--- src/rtl/padd_serial_ctrl_pkg.sv ---
//----------------------------------------------------------------------------
// padd_serial_ctrl_pkg
// Shared types and constants for the serial sub-word adder.
//   state_t   : controller states (IDLE, RUN, DONE)
//   LANE_W    : width of one signed lane
//   NUM_LANES : number of lanes in a 16-bit word
//   SAT_POS   : lane value written on positive overflow when saturating
//   SAT_NEG   : lane value written on negative overflow when saturating
// Revision: 1.0 - initial release
//----------------------------------------------------------------------------
`default_nettype none

package padd_serial_ctrl_pkg;

  typedef enum logic [1:0] {
    IDLE = 2'd0,
    RUN  = 2'd1,
    DONE = 2'd2
  } state_t;

  localparam int LANE_W    = 4;
  localparam int NUM_LANES = 4;

  localparam logic [LANE_W-1:0] SAT_POS = 4'h7;
  localparam logic [LANE_W-1:0] SAT_NEG = 4'h8;

endpackage

`default_nettype wire

--- src/rtl/padd_lane4.sv ---
//----------------------------------------------------------------------------
// padd_lane4
// Combinational signed 4-bit lane adder with overflow detection.
// Optional build macro: PADD_SAT_EN -- when defined, an overflowing lane
// is clamped to SAT_POS / SAT_NEG instead of wrapping.
// Ports:
//   a, b  : signed 4-bit operands
//   res   : 4-bit lane result (wrapped or saturated)
//   ovfl  : signed overflow of a + b
// Revision: 1.0 - initial release
//----------------------------------------------------------------------------
`default_nettype none

module padd_lane4
  import padd_serial_ctrl_pkg::*;
(
  input  logic [LANE_W-1:0] a,
  input  logic [LANE_W-1:0] b,
  output logic [LANE_W-1:0] res,
  output logic              ovfl
);

  logic [LANE_W-1:0] raw;

  assign raw = a + b;

  // Overflow: operands share a sign and the result's sign differs from it.
  assign ovfl = (a[LANE_W-1] == b[LANE_W-1]) && (raw[LANE_W-1] != a[LANE_W-1]);

`ifdef PADD_SAT_EN
  // Overflow direction follows the common operand sign.
  assign res = ovfl ? (a[LANE_W-1] ? SAT_NEG : SAT_POS) : raw;
`else
  assign res = raw;
`endif

endmodule

`default_nettype wire

--- src/rtl/padd_serial_ctrl.sv ---
//----------------------------------------------------------------------------
// padd_serial_ctrl
// Serial 4x4-bit signed sub-word adder. One shared padd_lane4 instance
// processes one lane per clock; lanes never exchange carries.
// Optional build macro: PADD_SAT_EN (lane saturation, see padd_lane4).
// Parameters:
//   HOLD_DONE : 0 = done is a one-cycle pulse, 1 = done held until next start
// Ports:
//   clk       : clock, rising edge
//   rst_n     : asynchronous active-low reset
//   start     : operation request
//   a, b      : operands, lane i = bits [4i+3:4i]
//   busy      : high while lanes are being processed
//   done      : result valid
//   sum       : lane-wise sum register
//   lane_ovfl : per-lane overflow flags
//   error     : OR of lane_ovfl
// Revision: 1.0 - initial release
//----------------------------------------------------------------------------
`default_nettype none

module padd_serial_ctrl
  import padd_serial_ctrl_pkg::*;
#(
  parameter bit HOLD_DONE = 1'b0
) (
  input  logic                        clk,
  input  logic                        rst_n,
  input  logic                        start,
  input  logic [LANE_W*NUM_LANES-1:0] a,
  input  logic [LANE_W*NUM_LANES-1:0] b,
  output logic                        busy,
  output logic                        done,
  output logic [LANE_W*NUM_LANES-1:0] sum,
  output logic [NUM_LANES-1:0]        lane_ovfl,
  output logic                        error
);

  state_t                        state;
  state_t                        state_nxt;
  logic [1:0]                    lane_idx;
  logic [LANE_W*NUM_LANES-1:0]   a_q;
  logic [LANE_W*NUM_LANES-1:0]   b_q;
  logic [LANE_W-1:0]             lane_a;
  logic [LANE_W-1:0]             lane_b;
  logic [LANE_W-1:0]             lane_res;
  logic                          lane_of;
  logic                          accept;

  // Start is only honoured outside RUN so the latched operands stay stable.
  assign accept = start && (state != RUN);

  assign lane_a = a_q[{lane_idx, 2'b00} +: LANE_W];
  assign lane_b = b_q[{lane_idx, 2'b00} +: LANE_W];

  padd_lane4 u_lane (
    .a    (lane_a),
    .b    (lane_b),
    .res  (lane_res),
    .ovfl (lane_of)
  );

  always_comb begin
    state_nxt = state;
    case (state)
      IDLE: if (start) state_nxt = RUN;
      RUN:  if (lane_idx == 2'd3) state_nxt = DONE;
      DONE: begin
        if (start)          state_nxt = RUN;
        else if (!HOLD_DONE) state_nxt = IDLE;
      end
      default: state_nxt = IDLE;
    endcase
  end

  always_ff @(posedge clk or negedge rst_n) begin
    if (!rst_n) begin
      state     <= IDLE;
      lane_idx  <= 2'd0;
      a_q       <= '0;
      b_q       <= '0;
      sum       <= '0;
      lane_ovfl <= '0;
    end else begin
      state <= state_nxt;
      if (accept) begin
        a_q       <= a;
        b_q       <= b;
        sum       <= '0;
        lane_ovfl <= '0;
        lane_idx  <= 2'd0;
      end else if (state == RUN) begin
        sum[{lane_idx, 2'b00} +: LANE_W] <= lane_res;
        lane_ovfl[lane_idx]              <= lane_of;
        lane_idx                         <= lane_idx + 2'd1;
      end
    end
  end

  assign busy  = (state == RUN);
  assign done  = (state == DONE);
  assign error = |lane_ovfl;

endmodule

`default_nettype wire

--- config.mk ---
export PLATFORM = sky130hd
export DESIGN_NAME = padd_serial_ctrl
export DESIGN_NICKNAME = d
export VERILOG_FILES = /design/src/rtl/padd_serial_ctrl_pkg.sv /design/src/rtl/padd_lane4.sv /design/src/rtl/padd_serial_ctrl.sv
export SDC_FILE = /design/constraint.sdc
export NUM_CORES = 1
export LEC_CHECK = 0
export ABC_AREA = 1
export BUFFER_PORTS_ARGS = -buffer_cell sky130_fd_sc_hd__buf_4
export CELL_PAD_IN_SITES_DETAIL_PLACEMENT = 0
export CELL_PAD_IN_SITES_GLOBAL_PLACEMENT = 2
export CORE_MARGIN = 8
export CORE_UTILIZATION = 36
export DETAILED_ROUTE_END_ITERATION = 12
export PLACE_DENSITY_LB_ADDON = 0.1
export SLEW_MARGIN = 20
export SYNTH_ARGS = -nofsm -noshare
export SYNTH_HDL_FRONTEND = slang
export SYNTH_SLANG_ARGS = --single-unit
--- constraint.sdc ---
create_clock -name clk -period 6.5 [get_ports clk]
set_input_delay 1.3 -clock clk [delete_from_list [all_inputs] [get_ports clk]]
set_output_delay 1.3 -clock clk [all_outputs]
set_load 0.01 [all_outputs]
==> results of run 1 <==
==> power breakdown <==
group	switching, mW	internal, mW	leakage, nW	total (mW)
clock	0.114	0.0870	0.0445	0.201
sequential	0.119	0.499	0.698	0.617
combinational	0.487	0.363	0.847	0.850
==> path summary, 6_finish.rpt <==
path | from | end | slack [ps] | cells after the start
max | lane_idx[0] | sum[14] | 3630 | 9
min | sum[5] | sum[5] | 500 | 2
max reg2reg | lane_idx[0] | sum[14] | 3630 | 9
min reg2reg | sum[5] | sum[5] | 500 | 2
max in group asynchronous | rst_n | a_q[15] | 5010 | 1
min in group asynchronous | rst_n | b_q[2] | 1030 | 1
==> cell families (layout without fill, tap and decap cells) <==
group,after synthesis,after routing,synth area share [%]
and+or+nand+nor,103,103,17.07
adders and majority gates,8,8,4.043
muxes,30,30,12.69
AOI/OAI and AO/OA,37,37,7.899
xor gates and xnor gates,1,1,0.3292
buffers and inverters,30,85,5.313
DFF,56,56,52.66
==> cell type report <==
type,count,area (µm²),area share [%]
sequential,56,1401,43.21
multi-input combinational,179,1119,34.49
timing repair buffer,57,427.9,13.19
tap,99,123.9,3.819
clock buffer,7,86.33,2.662
inverter,20,77.57,2.392
clock inverter,1,7.507,0.2315
==> cell usage in the layout (no fill, tap or decap) <==
| cell type | count |
|---|---|
| a21oi_1 | 2 |
| ha_1 | 7 |
| o22ai_1 | 8 |
| clkbuf_8 | 6 |
| mux2_1 | 5 |
| and3_1 | 1 |
| o21ai_0 | 18 |
| clkbuf_1 | 1 |
| xnor2_1 | 1 |
| a32o_1 | 3 |
| nand3_1 | 20 |
| inv_2 | 2 |
| inv_4 | 1 |
| fa_1 | 1 |
| o21ai_1 | 6 |
| nor2_1 | 22 |
| buf_4 | 57 |
| inv_1 | 17 |
| nand2_4 | 1 |
| nand2_2 | 6 |
| mux2_2 | 25 |
| nand4_1 | 2 |
| dfrtp_1 | 56 |
| nand2_1 | 49 |
| nor3_2 | 2 |
| clkinvlp_4 | 1 |
==> worst max-delay path: stages (launching register included) <==
cell and delay (ps):
dfrtp_1 1000, inv_4 240, o21ai_0 230, o22ai_1 100
ha_1 230, fa_1 380, xnor2_1 160, nor2_1 190
nand2_1 110, o21ai_1 150
==> state kept, by name, summed over array words and instances, names as in the netlist <==
signal	flops
a_q	16
b_q	16
sum	16
lane_ovfl	4
lane_idx	2
state	2
==> metal layers <==
metal  up-vias  share of wire (%)  global-route usage (%)
met4         0                1.7                   3.612
met5         -                  0                       0
li1        996                  -                       -
met2        44                 47                   20.49
met1       944                 46                   15.43
met3         7                4.9                   3.338
==> summary.txt, run 1 <==
Place
  – GPL Wtd Cong: about 0.79
  – Port buffer count: 57
  – Hpwl dp: 4527 µm
  – Place WS: 3626 ps
  – Placed cells: 411
  – Cell Area, Placed: 0.003149 mm²

Timing
  – Min Tclk post-route: 2867 ps
  – Endpoints failing hold: 0
  – Setup-failing EPs final: 0
  – Rel. slew slack: 35.00%
  – Post-route clock period utilization: roughly 44%
  – Slew @ Worst Pin: 975.0 ps
  – TNS Setup: 0 ps
  – Clk_skew: 8.592 ps
  – Final WS setup: 3633 ps
  – Max Freq: roughly 350 MHz
  – RSZ-0062 raised after global routing: false
  – Final slew viol count: 0
  – Hold WS: 498.6 ps

Logic synthesis
  – Async set or reset register ratio after synthesis: 100.0%
  – Synth area leader: dfrtp_1
  – Number of synthesized flops with an enable pin: 0
  – Average size of a mapped cell: 10.04 µm²
  – Syn nets: 308
  – Top-count cell post-synth: dfrtp_1
  – Synth cell types: 25
  – Synth Warn #: 0
  – Predominant post-synthesis flop cell: dfrtp_1
  – Sequential share of the synthesized area: 52.66%
  – Syn Inst Count: 265
  – Post-synthesis register bit count: 56
  – Synth cell count leaders: dfrtp_1, nand2_1, mux2_2
  – Synth top area share: 52.66%
  – Largest cells by area after synthesis: dfrtp_1, mux2_2, nand2_1
  – Syn Std Cell Area: roughly 0.0027 mm²

Pwr
  – PwrDens: 514.4 mW/mm²
  – Lkg Pwr: 1.589 nW
  – Final total power: 1.668 mW
  – Max VDD drop: 167.5 µV

Clock tree
  – Bufs on Longest Clock Path: 2
  – Worst-skew pair later-pin latency: slightly above 300 ps
  – Post-CTS Resized: 0
  – CTS Buf Count: 5
  – Clock Sink Count: 56
  – Post-cts hold buffer count: 0
  – Worst-path clk slew: ~100 ps
  – CTS tree: done
  – Postcts setup bufs: 0
  – H-tree Lvls: 2
  – Root buffer cell: clkbuf_8

Critical path
  – CP Capture Type: flop
  – Type of the worst setup path: flop to flop
  – Crit path arrival time: 3110 ps
  – CP required: 6740 ps
  – Startpoint Class: flop
  – CP max FO: 29

Final layout
  – Layout area overhead: 21.86%
  – Share of cells above drive strength 1: 31.56%
  – Layout Nets: 362
  – Fin util: 44.95%
  – Diodes inserted: 0
  – Fin area: 0.003243 mm²
  – Number of fill cells in the layout: 749
  – Post-route insts no fill: 419

Drt
  – Initial drt markers: 45
  – Routed WL per cell: 14.62 µm
  – Detailed-route DRC error count: 0
  – Via count: 1,991
  – DRT antenna net count: 0
  – Final wirelength: 6125 µm
  – Total iterations of the first detailed-routing run: 4
  – Via-to-Cell Ratio: about 4.8

Die
  – DIE WIDTH: around 100 µm
  – Row Count: 31
  – Die H: 102.0 µm
  – Die area: 0.01040 mm²
  – Core footprint: 0.007214 mm²
  – Initial core utilization: about 37%
  – # IOs: 58

GRT
  – GRT Overall Usage: 12.39%
  – Vias in the first global route: 2,077
  – Largest net degree at the start of global routing: 57
  – Initial antenna violation count: 0
  – Global-route wire length before repair: 10,230 µm
  – Total grt overflow: 0

Status
  – Status: finished clean

Run
  – Max-cap viol count: 0

Worst hold path
  – Hold WC Path Type: flop to flop
No activity file was read; power rests on OpenSTA's default activity.
==> run 2: changes to the inputs <==
--- a/config.mk
+++ b/config.mk
@@ -10,7 +10,7 @@
 export CELL_PAD_IN_SITES_DETAIL_PLACEMENT = 0
 export CELL_PAD_IN_SITES_GLOBAL_PLACEMENT = 2
 export CORE_MARGIN = 8
-export CORE_UTILIZATION = 36
+export CORE_UTILIZATION = 33
 export DETAILED_ROUTE_END_ITERATION = 12
 export PLACE_DENSITY_LB_ADDON = 0.1
 export SLEW_MARGIN = 20
==> constraint.sdc (replaced) <==
create_clock -name clk -period 2.82 [get_ports clk]
set_input_delay 0.564 -clock clk [delete_from_list [all_inputs] [get_ports clk]]
set_output_delay 0.564 -clock clk [all_outputs]
set_load 0.01 [all_outputs]
==> summary.txt, run 2 (synthesized netlist as in run 1, its figures left out) <==
Drt
  – Total iterations of the first detailed-routing run: 4 (unchanged)
  – Routed WL per cell: 15.14 µm (was 14.62 µm)
  – DRT antenna net count: 0 (unchanged)
  – Final wirelength: 6433 µm (was 6125 µm)
  – Detailed-route DRC error count: 0 (unchanged)
  – Initial drt markers: 70 (was 45)
  – Via-to-Cell Ratio: 4.720 (was 4.752)
  – Via count: 2,006 (was 1,991)

Timing
  – Rel. slew slack: 52.09% (was 35.00%)
  – Final WS setup: 372.1 ps (was 3633 ps)
  – Hold WS: 292.6 ps (was 498.6 ps)
  – Max Freq: 408.5 MHz (was 348.8 MHz)
  – RSZ-0062 raised after global routing: false (unchanged)
  – Post-route clock period utilization: 86.81% (was 44.11%)
  – Slew @ Worst Pin: 718.6 ps (was 975.0 ps)
  – Endpoints failing hold: 0 (unchanged)
  – TNS Setup: 0 ps (unchanged)
  – Final slew viol count: 0 (unchanged)
  – Min Tclk post-route: 2448 ps (was 2867 ps)
  – Clk_skew: 18.68 ps (was 8.592 ps)
  – Setup-failing EPs final: 0 (unchanged)

Die
  – Core footprint: 0.007767 mm² (was 0.007214 mm²)
  – # IOs: 58 (unchanged)
  – Die H: 105.8 µm (was 102.0 µm)
  – Row Count: 32 (was 31)
  – Initial core utilization: 34.26% (was 36.89%)
  – Die area: 0.01119 mm² (was 0.01040 mm²)
  – DIE WIDTH: 105.8 µm (was 102.0 µm)

Clock tree
  – Worst-path clk slew: 120 ps (was 100 ps)
  – Postcts setup bufs: 0 (unchanged)
  – Bufs on Longest Clock Path: 2 (unchanged)
  – CTS tree: done (unchanged)
  – H-tree Lvls: 2 (unchanged)
  – CTS Buf Count: 5 (unchanged)
  – Clock Sink Count: 56 (unchanged)
  – Post-cts hold buffer count: 0 (unchanged)
  – Post-CTS Resized: 0 (unchanged)
  – Worst-skew pair later-pin latency: 320 ps (was 310 ps)
  – Root buffer cell: clkbuf_8 (unchanged)

Run
  – Max-cap viol count: 0 (unchanged)

GRT
  – Largest net degree at the start of global routing: 57 (unchanged)
  – Vias in the first global route: 2,161 (was 2,077)
  – Initial antenna violation count: 0 (unchanged)
  – Total grt overflow: 0 (unchanged)
  – GRT Overall Usage: 11.74% (was 12.39%)
  – Global-route wire length before repair: 10,730 µm (was 10,230 µm)

Final layout
  – Largest regs: a_q x16, b_q x16, sum x16 (unchanged)
  – Most common cell after layout, fill and taps aside: buf_4 (unchanged)
  – Fin util: 42.14% (was 44.95%)
  – Share of cells above drive strength 1: 32.51% (was 31.56%)
  – Layout area overhead: 22.99% (was 21.86%)
  – Layout Nets: 365 (was 362)
  – Diodes inserted: 0 (unchanged)
  – Commonest non-fill, non-tap cells in the layout: buf_4, dfrtp_1, nand2_1 (unchanged)

Critical path
  – CP required: 3040 ps (was 6740 ps)
  – CP Capture Type: flop (unchanged)
  – CP max FO: 19 (was 29)
  – Crit path arrival time: 2670 ps (was 3110 ps)
  – Startpoint Class: flop (unchanged)
  – Type of the worst setup path: flop to flop (unchanged)

Worst hold path
  – Hold WC Path Type: input pin to asynchronous set/reset pin (was flop to flop)

Place
  – Place WS: 350.1 ps (was 3626 ps)
  – GPL Wtd Cong: 0.7489 (was 0.7881)
  – Hpwl dp: 4776 µm (was 4527 µm)
  – Port buffer count: 57 (unchanged)

Pwr
  – Max VDD drop: 394.9 µV (was 167.5 µV)
  – Lkg Pwr: 1.603 nW (was 1.589 nW)
  – PwrDens: 1196 mW/mm² (was 514.4 mW/mm²)

Status
  – Status: finished clean (unchanged)
## run 2: cell types whose count changed in the layout (fill, tap and decap cells not counted)
cell / previous run / this run
buf_4: 57 / 60
clkbuf_1: 1 / 0
clkinvlp_4: 1 / 2
## run 2: area by class of cell
class	count	area, µm²
clock buffers	6	82.58
clock inverters	2	15.01
fillers	789	4494
inverters	20	77.57
multi-input cells	179	1119
flip-flops and latches	56	1401
well taps	102	127.6
repair buffers	60	450.4
## run 2: metrics by stage
stage	std cells	total power, mW	instance area (µm²)
after floorplan	265	2.822	2661
after global placement	417	3.512	3176
after detailed placement	417	3.520	3176
after CTS	425	3.997	3273
after global routing	425	4.307	3273
final	425	3.914	3273
## run 2: layer usage
metal | track usage (%) | share of wire (%)
met1 | 14.74 | 46
met3 | 3.167 | 4.7
met2 | 18.90 | 47
met4 | 4.221 | 1.5
met5 | 0 | 0
## run 2: critical path: stages (launching register included)
cell	delay [ps]
dfrtp_1	610
inv_4	180
o21ai_0	240
o22ai_1	120
ha_1	220
fa_1	380
xnor2_1	270
nor2_1	100
a32o_1	230
## run 2: report_power, final
part           leakage [nW]  internal (mW)  switching (mW)
clock network        0.0434          0.200           0.276
registers             0.698           1.15           0.221
logic                 0.862          0.861            1.21
total                  1.60           2.21            1.70
## run 2: worst paths after layout
path | endpoint | start | slack, ps | cells past startpoint
max | sum[10] | lane_idx[0] | 370 | 8
min | lane_idx[1] | rst_n | 290 | 1
max reg2reg | sum[10] | lane_idx[0] | 370 | 8
min reg2reg | sum[5] | sum[5] | 500 | 2
max in group asynchronous | sum[1] | rst_n | 2050 | 1
min in group clk | a_q[9] | a[9] | 440 | 2
